--- src/rtl/apb_pkg.sv ---
// apb_pkg: shared types and constants for the APB loopback subsystem.
//   apb_state_t  master FSM states (IDLE, SETUP, ACCESS)
//   CMD_*        encodings of the 2-bit add_i command
//   APB_AW/DW    address / data bus widths
package apb_pkg;

    localparam int APB_AW = 32;
    localparam int APB_DW = 32;

    typedef enum logic [1:0] {
        IDLE   = 2'd0,
        SETUP  = 2'd1,
        ACCESS = 2'd2
    } apb_state_t;

    localparam logic [1:0] CMD_IDLE  = 2'b00;
    localparam logic [1:0] CMD_READ  = 2'b01;
    localparam logic [1:0] CMD_WRITE = 2'b11;

    // 2'b10 is reserved and deliberately treated the same as idle.
    function automatic logic cmd_is_xfer(input logic [1:0] cmd);
        return (cmd == CMD_READ) || (cmd == CMD_WRITE);
    endfunction

endpackage

--- src/rtl/apb_interface.sv ---
// apb_interface: APB signal bundle between the command master and the
// register-file slave.
//   pclk, preset_n   clock and asynchronous active-high reset
//   psel, penable, pwrite, paddr, pwdata   driven by the master
//   prdata, pready, pslverr                driven by the slave
interface apb_interface
    import apb_pkg::*;
(
    input logic pclk,
    input logic preset_n
);

    logic              psel;
    logic              penable;
    logic              pwrite;
    logic [APB_AW-1:0] paddr;
    logic [APB_DW-1:0] pwdata;
    logic [APB_DW-1:0] prdata;
    logic              pready;
    logic              pslverr;

    modport master (
        input  pclk, preset_n, prdata, pready, pslverr,
        output psel, penable, pwrite, paddr, pwdata
    );

    modport slave (
        input  pclk, preset_n, psel, penable, pwrite, paddr, pwdata,
        output prdata, pready, pslverr
    );

endinterface

--- src/rtl/apb_cmd_master.sv ---
// apb_cmd_master: turns the 2-bit command into single APB transfers to one
// fixed address, and reports completion / read data.
//   bus               APB master modport (clock and reset come from here)
//   add_i             command: 00 idle, 01 read, 11 write, 10 reserved
//   external_wdata_i  write data, captured on entry to SETUP
//   ready_o           high in the cycle a transfer completes
//   rdata_o           last completed read data, held between reads
//
// state  | meaning
// IDLE   | bus quiet, waiting for a read/write command
// SETUP  | psel=1, penable=0, address/direction/data presented
// ACCESS | psel=1, penable=1, waiting for pready
module apb_cmd_master
    import apb_pkg::*;
#(
    parameter logic [APB_AW-1:0] TXN_ADDR = 32'h0000_0010
) (
    apb_interface.master        bus,
    input  logic [1:0]          add_i,
    input  logic [APB_DW-1:0]   external_wdata_i,
    output logic                ready_o,
    output logic [APB_DW-1:0]   rdata_o
);

    apb_state_t state;
    logic       xfer_done;

    assign xfer_done = bus.psel & bus.penable & bus.pready;
    assign ready_o   = xfer_done;

    always_ff @(posedge bus.pclk or posedge bus.preset_n) begin
        if (bus.preset_n) begin
            state       <= IDLE;
            bus.psel    <= 1'b0;
            bus.penable <= 1'b0;
            bus.pwrite  <= 1'b0;
            bus.paddr   <= '0;
            bus.pwdata  <= '0;
            rdata_o     <= '0;
        end else begin
            if (xfer_done && !bus.pwrite && !bus.pslverr) begin
                rdata_o <= bus.prdata;
            end

            case (state)
                IDLE: begin
                    bus.penable <= 1'b0;
                    if (cmd_is_xfer(add_i)) begin
                        state      <= SETUP;
                        bus.psel   <= 1'b1;
                        bus.paddr  <= TXN_ADDR;
                        bus.pwrite <= add_i[1];
                        bus.pwdata <= external_wdata_i;
                    end else begin
                        bus.psel <= 1'b0;
                    end
                end

                SETUP: begin
                    state       <= ACCESS;
                    bus.penable <= 1'b1;
                end

                ACCESS: begin
                    if (bus.pready) begin
                        bus.penable <= 1'b0;
                        if (cmd_is_xfer(add_i)) begin
                            // back-to-back: psel stays high, go straight to SETUP
                            state      <= SETUP;
                            bus.pwrite <= add_i[1];
                            bus.pwdata <= external_wdata_i;
                        end else begin
                            state    <= IDLE;
                            bus.psel <= 1'b0;
                        end
                    end
                end

                default: begin
                    state       <= IDLE;
                    bus.psel    <= 1'b0;
                    bus.penable <= 1'b0;
                end
            endcase
        end
    end

endmodule

--- src/rtl/apb_reg_slave.sv ---
// apb_reg_slave: APB register file with a programmable number of wait states.
//   bus          APB slave modport (clock and reset come from here)
//   MEM_DEPTH    number of 32-bit registers, word index = paddr[IDX_W+1:2]
//   WAIT_STATES  cycles pready is withheld in ACCESS (0..7)
module apb_reg_slave
    import apb_pkg::*;
#(
    parameter int MEM_DEPTH   = 16,
    parameter int WAIT_STATES = 0
) (
    apb_interface.slave bus
);

    localparam int         IDX_W   = $clog2(MEM_DEPTH);
    localparam logic [2:0] WS_LOAD = 3'(WAIT_STATES);

    logic [APB_DW-1:0] mem [MEM_DEPTH];
    logic [2:0]        wait_cnt;
    logic [IDX_W-1:0]  idx;
    logic              access;
    logic              unused_addr_bits;

    assign idx    = bus.paddr[IDX_W+1:2];
    assign access = bus.psel & bus.penable;

    // Down-counter is reloaded whenever the bus is not in a waiting ACCESS,
    // so it already holds WAIT_STATES on the first ACCESS cycle.
    assign bus.pready  = access & (wait_cnt == 3'd0);
    assign bus.pslverr = 1'b0;
    assign bus.prdata  = (bus.psel & ~bus.pwrite) ? mem[idx] : '0;

    assign unused_addr_bits = ^{bus.paddr[APB_AW-1:IDX_W+2], bus.paddr[1:0]};

    always_ff @(posedge bus.pclk or posedge bus.preset_n) begin
        if (bus.preset_n) begin
            wait_cnt <= 3'd0;
            for (int i = 0; i < MEM_DEPTH; i++) begin
                mem[i] <= '0;
            end
        end else begin
            if (!access || bus.pready) begin
                wait_cnt <= WS_LOAD;
            end else begin
                wait_cnt <= wait_cnt - 3'd1;
            end

            if (bus.pready && bus.pwrite) begin
                mem[idx] <= bus.pwdata;
            end
        end
    end

endmodule

--- src/rtl/apb_master_slave_sys.sv ---
// apb_master_slave_sys: bring-up/loopback APB subsystem. A command-driven
// master performs single reads/writes of one fixed slave word.
//   pclk              clock
//   preset_n          asynchronous reset, active high
//   add_i             command: 00 idle, 01 read, 11 write, 10 reserved (idle)
//   external_wdata_i  write data
//   ready_o           one-cycle pulse when a transfer completes
//   rdata_o           last read result, held until the next read completes
module apb_master_slave_sys
    import apb_pkg::*;
#(
    parameter logic [APB_AW-1:0] TXN_ADDR    = 32'h0000_0010,
    parameter int                MEM_DEPTH   = 16,
    parameter int                WAIT_STATES = 0
) (
    input  logic              pclk,
    input  logic              preset_n,
    input  logic [1:0]        add_i,
    input  logic [APB_DW-1:0] external_wdata_i,
    output logic              ready_o,
    output logic [APB_DW-1:0] rdata_o
);

    apb_interface apb_if (
        .pclk     (pclk),
        .preset_n (preset_n)
    );

    apb_cmd_master #(
        .TXN_ADDR (TXN_ADDR)
    ) u_master (
        .bus              (apb_if.master),
        .add_i            (add_i),
        .external_wdata_i (external_wdata_i),
        .ready_o          (ready_o),
        .rdata_o          (rdata_o)
    );

    apb_reg_slave #(
        .MEM_DEPTH   (MEM_DEPTH),
        .WAIT_STATES (WAIT_STATES)
    ) u_slave (
        .bus (apb_if.slave)
    );

endmodule

--- config.mk ---
export PLATFORM = sky130hd
export DESIGN_NAME = apb_master_slave_sys
export DESIGN_NICKNAME = d
export VERILOG_FILES = /design/src/rtl/apb_pkg.sv /design/src/rtl/apb_interface.sv /design/src/rtl/apb_cmd_master.sv /design/src/rtl/apb_reg_slave.sv /design/src/rtl/apb_master_slave_sys.sv
export SDC_FILE = /design/constraint.sdc
export NUM_CORES = 1
export LEC_CHECK = 0
export ABC_AREA = 1
export BUFFER_PORTS_ARGS = -buffer_cell sky130_fd_sc_hd__clkbuf_2
export CAP_MARGIN = 20
export CORE_ASPECT_RATIO = 0.9
export CORE_MARGIN = 2
export CORE_UTILIZATION = 45
export CTS_CLUSTER_SIZE = 16
export DETAILED_ROUTE_END_ITERATION = 8
export GPL_TIMING_DRIVEN = 0
export PLACE_DENSITY = 0.62
export SYNTH_ARGS = -nofsm -noshare
export SYNTH_HDL_FRONTEND = slang
export SYNTH_SLANG_ARGS = --single-unit
--- constraint.sdc ---
create_clock -name pclk -period 5.35 [get_ports pclk]
set_input_delay 0.535 -clock pclk [delete_from_list [all_inputs] [get_ports pclk]]
set_output_delay 0.535 -clock pclk [all_outputs]
set_load 0.05 [all_outputs]
Word-level counts from Yosys, hierarchy flattened:

Cells that the tools add are included.

* logic and storage cells: 79
* bits in registers: 585
* output and inout bits: 33

* equality and inequality tests: 7
* bitwise logic cells: 7
* reductions and logical operators: 14
* $lt $le $gt $ge: 2
* add/subtract/negate cells: 1
* mux-type cells: 24

Operators with widths (count)
* 512-bit bitwise mux: 1
* 32-bit 2-to-1 mux: 6
* 32-bit binary-select mux with 4-bit select: 1
* 32-bit demux with 4-bit select: 1
* 32-bit one-hot mux with 2 select lines: 1
* 1-bit 2-to-1 mux: 7
* 2-bit one-hot mux with 3 select lines: 1
* 2-bit AND reduction: 3
* 5-bit >= comparator (second input constant): 1
* 5-bit by 1-bit < comparator with 1-bit output (second input constant): 1
* 3-bit inverter with 5-bit output: 1
* 1-bit AND: 4
* 2-bit by 1-bit == test with 1-bit output (second input constant): 2
* 2-bit == test (second input constant): 2
* 2-bit 2-to-1 mux: 2
* 2-bit by 1-bit != test with 1-bit output (second input constant): 2
* 1-bit one-hot mux with 2 select lines: 2
* 1-bit logical AND: 3
* 3-bit logical NOT: 1
* 3-bit 2-to-1 mux: 1
* 1-bit one-hot mux with 3 select lines: 1
* 3-bit AND reduction: 1
* 3-bit by 1-bit subtractor with 3-bit output (second input constant): 1
* 1-bit logical NOT: 2
* other kinds (5): 7

Longest topological paths before layout:

* depth in word-level cells: 6
* depth in mapped cells: 10
* mapped depth without buffers: 9

Modules after synthesis:

From an unflattened synthesis, not the netlist that was laid out.

* cell total of the unflattened synthesis: 3609
* area, all modules: 27686.6 um^2

By module, submodules not included
* apb_reg_slave: area an instance 24637.4 um^2, times used 1, cells an instance 3273, sequential area each 12887.4 um^2
* apb_cmd_master: area an instance 3049.2 um^2, times used 1, cells an instance 336, sequential area each 1751.7 um^2

Worst setup path after synthesis:

OpenSTA, ideal clock, no wires.

* path type: reg2reg
* start: register u_slave.wait_cnt[0]
* end: register u_slave.mem[355] in the netlist's numbering
* library setup time: 0.118 ns
* setup slack: 3.680 ns
* arrival time: 1.552 ns
* stages on the path, launching flop included: 10
* period minus slack after synthesis: 1.670 ns
* cell sequence: dfrtp_1 > inv_1 > ha_1 > ha_1 > inv_1 > nor2_8 > nand3_4 > buf_6 > nand2_1 > o21ai_2

* word-level cells in the longest chain between the ends: 3

Ends and longest elaborated chain
* start, declared: RTL line apb_reg_slave.sv:18 `logic [2:0] wait_cnt;`
* start signal, assigned: RTL line apb_reg_slave.sv:44 `wait_cnt <= wait_cnt - 3'd1;`
* 3-bit logical NOT: RTL line apb_reg_slave.sv:28 `assign bus.pready = access & (wait_cnt == 3'd0);`
* 1-bit AND: RTL line apb_reg_slave.sv:28
* 1-bit logical AND: RTL line apb_reg_slave.sv:47 `if (bus.pready && bus.pwrite) begin`
* end signal, assigned by index: RTL line apb_reg_slave.sv:48 `mem[idx] <= bus.pwdata;`
* end, declared: RTL line apb_reg_slave.sv:17 `logic [APB_DW-1:0] mem [MEM_DEPTH];`

Every way passes these cells.
A chain may end at the register's enable or synchronous reset.

Final worst setup path:

* start: register u_slave.wait_cnt[0]
* end: output port ready_o

* word-level cells in the longest chain between the ends: 3

Ends and longest elaborated chain
* 3-bit logical NOT: RTL line apb_reg_slave.sv:28
* 1-bit AND: RTL line apb_reg_slave.sv:28
* 1-bit AND: RTL line apb_cmd_master.sv:28 `assign xfer_done = bus.psel & bus.penable & bus.pready;`
* end, declared: RTL line apb_master_slave_sys.sv:20 `output logic ready_o,`

Every way passes these cells.

==> results.json <==
{
  "final-setup-viol-count": 0,
  "detailroute.via_count": 4420,
  "floorplan.die.width_um": 125,
  "intPower_w": 0.00247,
  "buffer_ports.inserted": 68,
  "cts_inserted_buffers": 17,
  "synth.distinct_cells": 22,
  "nets_in_the_synthesized_netlist": 698,
  "cp.buffers_inverters": 3,
  "synth.area.top_cells": "sky130_fd_sc_hd__dfrtp_1 58%, sky130_fd_sc_hd__nand2_1 15%, sky130_fd_sc_hd__inv_1 4.7%",
  "sw_frac_of_total_pct": 37.7,
  "pwr_density_cell_nw_per_um2": 555,
  "hp-class": "primary input to asynchronous set/reset pin",
  "drt_first_iter_violations": 261,
  "area_delta_synth_final_pct": 20.1,
  "postSynthCellCount": 660,
  "route.final.wire_length_um": 13200,
  "leakagePower_nw": 3.72,
  "die_h_um": 113,
  "post-place-cells": 893,
  "remaining_routing_drc_violations": 0,
  "worst_ir_drop_vdd_uv": 248,
  "cts_hold_buffers": 0,
  "p_comb_share_pct": 30.6,
  "fp.coreArea_um2": 12800,
  "antenna_found_initial": 0,
  "finish.cell_count_without_fillers": 924,
  "slowest_stage": "sky130_fd_sc_hd__dfrtp_1",
  "worst_pin_slew_ps": 536,
  "sequential_fraction_of_the_synthesis_area_pct": 57.6,
  "finalCritPeriodShare_pct": 42.9,
  "globalRoute.totalOverflow": 0,
  "per_cell_routed_wire_length_um": 14.2,
  "postSynthRegisterBits": 137,
  "htree_levels": 4,
  "die_area_um2": 14200,
  "dr.pass1.iters": 5,
  "worst_setup_hold_path_clk_slew_ps": 60,
  "crit_path_start_kind": "flip-flop",
  "synth.largest_area_cell": "sky130_fd_sc_hd__dfrtp_1",
  "share_clk_of_total_power_pct": 30.8,
  "clkSinkCount": 137,
  "ctsLongestPathBuffers": 2,
  "multiInputGateArea_um2": 1990,
  "max_freq_ghz": 0.435,
  "final.fill_count": 1154,
  "cts_resized": 0,
  "drive_above_1_share_pct": 26.1,
  "worst_clock_skew_ps": 8.94,
  "top_level_ports": 69,
  "max-slew-margin-rel_pct": 64.3,
  "global_route.usage.total_pct": 20.2,
  "final_common_cell": "sky130_fd_sc_hd__nand2_1",
  "crit_path_max_incr_delay_ps": 380,
  "clock_insertion_delay_worst_skew_ps": 420,
  "syn_area_um2": 5950,
  "net-switching-power_w": 0.00149,
  "via_per_inst": 4.78,
  "seqCellArea_um2": 3430,
  "yosysWarningCount": 0,
  "fp-row-count": 39,
  "diodes": 0,
  "critPathRequiredTime_ps": 4820,
  "grt_pass1_vias": 4489,
  "hpwl_um": 8980,
  "grt_max_degree": 94,
  "arrival_ps": 1760,
  "clk_root_buf": "sky130_fd_sc_hd__clkbuf_16",
  "hold_ws_ps": 128,
  "grt_pass1_wl_um": 22400,
  "rsz_0062_raised_after_global_routing": "false",
  "syn-mean-instance-area_um2": 9.01,
  "antenna_left": 0,
  "post-cts-setup-buffer-count": 0,
  "tritoncts": "yes",
  "power.sequential.fraction_pct": 38.7,
  "yosysTopAreaCellShare_pct": 57.6,
  "layout.cells.most_common_list": "235 x sky130_fd_sc_hd__nand2_1, 137 x sky130_fd_sc_hd__dfrtp_1, 73 x sky130_fd_sc_hd__inv_1, 70 x sky130_fd_sc_hd__clkbuf_2, 54 x sky130_fd_sc_hd__o21ai_1",
  "finalNetCount": 786,
  "path_class": "flip-flop to output pin",
  "critical_path.top_delay_family": "buffers and inverters",
  "run_status": "finished, final reports clean",
  "critical_path.max_fanout": 4,
  "drv_cap": 0,
  "endpoint_kind": "output pin",
  "slew_viol_final": 0,
  "starting_density_of_the_core_pct": 46.5,
  "final_hold_viol_count": 0,
  "period_needed_ps": 2300,
  "cp_cell_sequence": "inv_1 > ha_1 > ha_1 > inv_1 > nor2_8 > clkbuf_2",
  "finalWeightedCongestion": 0.794
}
cell usage after synthesis (all sizes together):
master,n
inv,75
o21ai,96
ha,2
nand2,238
nand3b,1
dfrtp,137
or2,32
buf,26
clkbuf,8
nor2,7
nand3,38
area by class of cell:
class | instances | area share (%)
Buffer | 34 | 3.47
Clock buffer | 19 | 6.20
Clock inverter | 12 | 2.43
Inverter | 75 | 4.01
Multi-Input combinational cell | 414 | 27.9
Sequential cell | 137 | 48.0
Tap cell | 164 | 2.87
Timing Repair Buffer | 69 | 5.15
worst reg2reg max path: stages, from the launching register on:
cell and delay, ps:
sky130_fd_sc_hd__dfrtp_1 340, sky130_fd_sc_hd__inv_1 50, sky130_fd_sc_hd__ha_1 190, sky130_fd_sc_hd__ha_1 210, sky130_fd_sc_hd__nand3_1 100, sky130_fd_sc_hd__nand2_1 100, sky130_fd_sc_hd__nand2_2 170, sky130_fd_sc_hd__inv_2 110
sky130_fd_sc_hd__buf_4 200, sky130_fd_sc_hd__nand2_1 100, sky130_fd_sc_hd__nand2_1 50
power groups by stage:
| stage | Clock (W) | Sequential [W] | Combinational, W |
|---|---|---|---|
| 5_1_grt | 0.00129 | 0.00157 | 0.00135 |
| 3_5_place_dp | 0 | 0.00155 | 0.00122 |
| 4_1_cts | 0.00124 | 0.00153 | 0.00123 |
| 6_report | 0.00122 | 0.00153 | 0.00121 |
| 3_3_place_gp | 0 | 0.00153 | 0.00120 |
| 2_1_floorplan | 0 | 0.00181 | 0.000628 |
metrics by stage:
stage	utilization [%]	cell area, um^2	total power, W	setup TNS, ps	setup slack [ps]
2_1_floorplan	-	5950	0.00244	0	1150
3_3_place_gp	50.8	6490	0.00273	-40700	-307
3_5_place_dp	51.1	6530	0.00277	0	3480
4_1_cts	55.9	7140	0.00400	0	3030
5_1_grt	55.9	7140	0.00422	0	2960
6_report	55.9	7140	0.00396	0	3050
sequential cells by signal, summed over array words and instances (netlist names):
name	count
u_slave.wait_cnt	3
u_master.bus.psel	1
u_slave.mem	64
u_master.bus.pwdata	32
u_master.rdata_o	32
u_master.bus.paddr	1
u_master.state	2
u_master.bus.penable	1
u_master.bus.pwrite	1
layer usage:
| layer | global-route usage, % | vias to the layer above | share of wire [%] |
|---|---|---|---|
| li1 | - | 2228 | - |
| met1 | 27.7 | 2114 | 49 |
| met2 | 32.4 | 66 | 47 |
| met3 | 5.20 | 12 | 3.4 |
| met4 | 5.56 | 0 | 0.90 |
| met5 | 0 | - | 0 |
kinds of logic after synthesis:
kind of cell,synth area share (%)
buf+inv,8.90
compound gates,9.97
flops,57.6
simple gates,23.1
fa+ha+maj,0.421
final timing paths:
kind | start | to | slack [ps] | depth (start not counted)
worst min-delay path | preset_n | u_slave.wait_cnt[0] | 130 | 2
worst max register to register | u_slave.wait_cnt[0] | u_master.bus.pwdata[14] | 3630 | 10
worst max-delay path | u_slave.wait_cnt[0] | ready_o | 3050 | 6
min in group pclk | external_wdata_i[31] | u_master.bus.pwdata[31] | 310 | 3
worst min register to register | u_slave.wait_cnt[0] | u_slave.wait_cnt[0] | 430 | 1
max in group asynchronous | preset_n | u_master.rdata_o[13] | 4450 | 3
(Power assumes the default switching activity.)
